[src/rtl/conv_window_feeder.sv]
// conv_window_feeder
//   Turns a raster-order pixel stream into vertical 3-pixel columns for the
//   3x3 systolic convolution array. Two line memories hold the previous two
//   rows. Each accepted pixel produces one registered column one cycle later.
//
// Ports
//   clk, rst     single clock; synchronous active-high reset
//   pix_in       input pixel, accepted when pix_valid && pix_ready
//   pix_valid    pix_in valid
//   pix_sof      start of frame: forces the beat to position (0,0)
//   pix_ready    feeder can take a pixel this cycle
//   col_out      {row y-2, row y-1, row y}; oldest row in MSBs
//   col_valid    col_out valid (only once two full rows are buffered)
//   col_x        image column of col_out
//   win_valid    a full 3x3 window ends at this column (col_x >= 2)
//   row_last     column is the last one of its row
//   frame_done   column is the last one of a complete frame
//   col_ready    downstream accepts col_out
module conv_window_feeder #(
  parameter int DATA_WIDTH = 8,
  parameter int IMG_WIDTH  = 64,
  parameter int IMG_HEIGHT = 64,
  parameter int X_W        = $clog2(IMG_WIDTH),
  parameter int Y_W        = $clog2(IMG_HEIGHT)
) (
  input  logic                    clk,
  input  logic                    rst,
  input  logic [DATA_WIDTH-1:0]   pix_in,
  input  logic                    pix_valid,
  input  logic                    pix_sof,
  output logic                    pix_ready,
  output logic [3*DATA_WIDTH-1:0] col_out,
  output logic                    col_valid,
  output logic [X_W-1:0]          col_x,
  output logic                    win_valid,
  output logic                    row_last,
  output logic                    frame_done,
  input  logic                    col_ready
);

  localparam logic [X_W-1:0] X_LAST = X_W'(IMG_WIDTH - 1);
  localparam logic [Y_W-1:0] Y_LAST = Y_W'(IMG_HEIGHT - 1);

  logic [DATA_WIDTH-1:0] lb1 [IMG_WIDTH];  // row y-2
  logic [DATA_WIDTH-1:0] lb0 [IMG_WIDTH];  // row y-1

  logic [X_W-1:0] x, cur_x;
  logic [Y_W-1:0] y, cur_y;
  logic           accept, rows_full, x_last, y_last;

  // The output register is a one-deep skid: it can take a new column
  // whenever it is empty or being drained in the same cycle.
  assign pix_ready = !col_valid || col_ready;
  assign accept    = pix_valid && pix_ready;

  // sof relocates this beat to (0,0), abandoning any partial frame.
  assign cur_x     = pix_sof ? '0 : x;
  assign cur_y     = pix_sof ? '0 : y;
  assign rows_full = cur_y >= Y_W'(2);
  assign x_last    = cur_x == X_LAST;
  assign y_last    = cur_y == Y_LAST;

  // Line memories are never cleared; rows 0/1 of every frame overwrite them
  // before they are emitted, because output is gated on y >= 2.
  always_ff @(posedge clk) begin
    if (accept) begin
      lb1[cur_x] <= lb0[cur_x];
      lb0[cur_x] <= pix_in;
    end
  end

  always_ff @(posedge clk) begin
    if (rst) begin
      x          <= '0;
      y          <= '0;
      col_out    <= '0;
      col_valid  <= 1'b0;
      col_x      <= '0;
      win_valid  <= 1'b0;
      row_last   <= 1'b0;
      frame_done <= 1'b0;
    end else if (accept) begin
      col_out    <= {lb1[cur_x], lb0[cur_x], pix_in};
      col_x      <= cur_x;
      col_valid  <= rows_full;
      win_valid  <= rows_full && (cur_x >= X_W'(2));
      row_last   <= rows_full && x_last;
      frame_done <= x_last && y_last;  // y_last implies rows_full (H >= 3)
      if (x_last) begin
        x <= '0;
        y <= y_last ? '0 : cur_y + Y_W'(1);
      end else begin
        x <= cur_x + X_W'(1);
        y <= cur_y;
      end
    end else if (col_ready) begin
      // Retire without replacement; qualifiers drop with col_valid.
      col_valid  <= 1'b0;
      win_valid  <= 1'b0;
      row_last   <= 1'b0;
      frame_done <= 1'b0;
    end
  end

endmodule
[config.mk]
export PLATFORM = sky130hd
export DESIGN_NAME = conv_window_feeder
export DESIGN_NICKNAME = d
export VERILOG_FILES = /design/src/rtl/conv_window_feeder.sv
export SDC_FILE = /design/constraint.sdc
export NUM_CORES = 1
export LEC_CHECK = 0
export CAP_MARGIN = 15
export CORE_UTILIZATION = 26
export DETAILED_ROUTE_END_ITERATION = 6
export PLACE_DENSITY = 0.48
export SETUP_SLACK_MARGIN = 0.05
export SYNTH_ARGS = -nofsm -noshare
export SYNTH_HDL_FRONTEND = slang
export SYNTH_SLANG_ARGS = --single-unit
[constraint.sdc]
create_clock -name clk -period 3.67 [get_ports clk]
set_input_delay 0.734 -clock clk [delete_from_list [all_inputs] [get_ports clk]]
set_output_delay 0.734 -clock clk [all_outputs]
set_load 0.005 [all_outputs]
==> implementation parameters <==
Parameter                              Value

Global routing
  First-pass GRT wire length    186 mm
  Via count of the first global-routing pass    approximately 24000
  Aggregate global routing overflow    0
  All-Layer GR Usage    approximately 16%
  Antenna violations before repair    13
  Largest net degree at the start of global routing    66

STA
  Clock Skew    around 33 ps
  Max-slew violations    0
  Total setup violations reported at the end of the flow    0
  RSZ-0062 raised after global routing    no
  Accumulated negative setup slack    0 ps
  Part of the cycle the worst path needs    between 90 and 100%
  Max-slew headroom at the worst pin    just under 20%
  Hold slack final    ~450 ps
  Worst slew pin tran    roughly 1200 ps
  Achievable Freq    approximately 290 MHz
  Shortest clock period the worst path allows after layout    ~3500 ps
  Final hold vios    0

Final layout
  Fillers    15800
  Number of nets in the finished design    approximately 2800
  Layout area overhead    20.6%
  Fraction of final layout cells with drive strength greater than 1    about a fifth

Detailed routing
  Via count of the routed design    approximately 24000
  Post-route ant nets    0
  Detailed router's first-iteration violation count    about 2400
  Drt drc    13
  Via density per instance    4.88
  Post-detailed-route wirelength per cell    ~27 um
  Total length of routed wires    134 mm
  Detailed Routing Iterations Pass 1    7

Worst setup path
  Buf/Inv on CP    3
  Cell seen most often among critical-path stages    buf_4
  Critical-path maximum fanout    22
  Data arrival time of the critical path    ~3900 ps
  Reg2reg setup slack    between 150 and 200 ps
  Data required time of the critical path    a little over 4000 ps
  Startpoint Class    flop
  Critical Setup Path Class    reg -> reg
  Type of element capturing the critical path    flop
  CP Cell Sequence    buf_4 -> buf_4 -> mux4_2 -> nand2_1 -> nand2_1 -> a211oi_1 -> nand3_2 -> buf_4
  Max incr delay on CP    ~640 ps
  Cell with the biggest individual delay on the critical path    a211oi_1
  Cell type group with the largest total delay on the critical path    buffers and inverters

Hold path
  Hold Crit Class    in -> reg

Clock tree
  Latest clock arrival within the worst-skew pair    ~700 ps
  Clock tree from TritonCTS    done
  Root Driver    clkbuf_16
  Number of buffers created by CTS    114
  Maximum clock path buffer count    3
  Number of hold buffers added after cts    0
  TritonCTS sink count    around 1100
  H-tree depth    3
  Clock slew seen by the registers of the worst setup and hold paths    ~60 ps

Yosys
  Ys flop type    edfxtp_1
  Synthesis Warnings    0
  Synth async-reset ratio    0%
  Number of storage elements in the synthesis netlist    ~1100
  Post-synth cell types    74
  Yosys top cell area share    roughly 73%
  Sequential area share after synthesis    between 70% and 80%
  Most common cell in the netlist    edfxtp_1
  Synth Net Count    2523
  Ranking of synthesized cells by instance count    edfxtp_1 (1024), mux2i_1 (149), nand2_1 (134), nor2_1 (131), a21oi_1 (111)
  Yosys top cell by area    edfxtp_1
  Mean instance size in the synthesized netlist    roughly 17 um^2
  Post-synthesis instance area    approximately 42000 um^2
  Post-synthesis instance total    2508
  Cells taking the most area after synthesis    edfxtp_1 (73%), mux4_2 (3.7%), mux2i_1 (3.5%)
  EDFF count, synth    approximately 1000

Floorplan
  Number of primary I/O pins    between 40 and 50
  Placement Rows    147
  Height of the chip    404 um
  Floorplan Core Area    161000 um^2
  Effective utilization at floorplan    about a quarter
  Die boundary width    between 400 and 500 um
  Die Outline Area    about 160000 um^2

Place
  HPWL after DPL    between 80 and 90 mm
  Routability cong.    0.834
  Count of input and output buffers    47

Flow run
  Maximum Capacitance Violations    0

Power
  Power density relative to cell area    approximately 500 nW/um^2
  Peak ir drop on the vdd network    ~360 uV
  Power after layout    26.1 mW
  Total leakage power    between 15 and 20 nW

Outcome
  Violations in the final reports    DRC
  Run status    finished, violations left
path summary, 6_finish.rpt:
| path | startpoint | end | cells after the start |
|---|---|---|---|
| setup / recovery | x[0] | lb1[45][1] | 8 |
| hold / removal | pix_in[6] | lb0[39][6] | 1 |
| setup reg to reg | x[0] | lb1[45][1] | 8 |
| hold reg to reg | col_out[3] | col_out[3] | 2 |
flip-flops by register name, summed over array words and instances (netlist names):
name and cells:
frame_done 1, col_out 24, row_last 1, lb0 512, x 6, col_x 6
win_valid 1, y 6, col_valid 1, lb1 512
metal layers:
layer	up-vias	global-route usage, %	share of wire [%]
met5	-	0	0.067
li1	10600	-	-
met1	12800	21.6	43
met4	14	5.65	3.4
met3	208	4.23	7.9
met2	852	25.2	46
per-stage QoR:
step	cells	util, %	area [um^2]	worst slack [ps]
2_1_floorplan	2508	-	42100	93.1
3_3_place_gp	4803	29.3	47100	-323
3_5_place_dp	4803	29.3	47100	-372
4_1_cts	5016	31.6	50700	59.7
5_1_grt	5021	31.6	50800	60.8
6_report	5022	31.6	50800	187
where the power goes:
part / total [mW] / leakage (nW) / switching [mW] / internal, mW
combinational: 1.47 / 4.61 / 0.967 / 0.508
clock: 11.1 / 1.78 / 4.72 / 6.41
sequential: 13.5 / 9.60 / 0.0353 / 13.5
total: 26.1 / 16.0 / 5.72 / 20.4
placed cells by master (no fill, tap or decap), drive strengths merged, types with 18 or more instances in the layout:
master / netlist / layout
o21ai: 102 / 102
edfxtp: 1024 / 1024
a2111oi: 18 / 18
nor2: 131 / 131
nor3: 25 / 25
mux2: 53 / 53
mux4: 69 / 69
a31oi: 23 / 23
a221oi: 45 / 45
dfxtp: 46 / 46
clkdlybuf4s50: 0 / 37
nor2b: 24 / 24
a22o: 52 / 52
a222oi: 20 / 20
nand2b: 22 / 22
o22ai: 36 / 36
a21oi: 111 / 111
mux2i: 149 / 149
a211oi: 36 / 36
buf: 80 / 274
clkbuf: 92 / 150
a22oi: 24 / 24
nand2: 134 / 134
clkinv: 0 / 52
area by class of cell:
type	count	area (um^2)	share of cell area [%]
multi-input combinational	1254	9700	19.1
clock inverter	63	455	0.897
sequential	1070	31700	62.4
clock buffer	150	3140	6.19
timing repair buffer	311	3060	6.02
inverter	12	46.3	0.0912
antenna	2	5.00	0.00985
tap	2160	2700	5.32
cell families (layout without fill, tap and decap cells):
kind of cell | Yosys count | after routing | synth area share, %
and+or+nand+nor | 406 | 406 | 4.55
DFF | 1070 | 1070 | 75.2
other | 0 | 2 | 0
adders and majority gates | 2 | 2 | 0.0594
buffers and inverters | 184 | 536 | 2.03
muxes | 271 | 271 | 8.65
AOI/OAI and AO/OA | 575 | 575 | 9.51
what timing repair did:
action / in CTS / in global routing
buffers inserted: 0 / 4
cloned: 0 / 0
setup endpoints to repair: 128 / 184
gates resized for setup: 3 / 2
(Power assumes the default switching activity.)
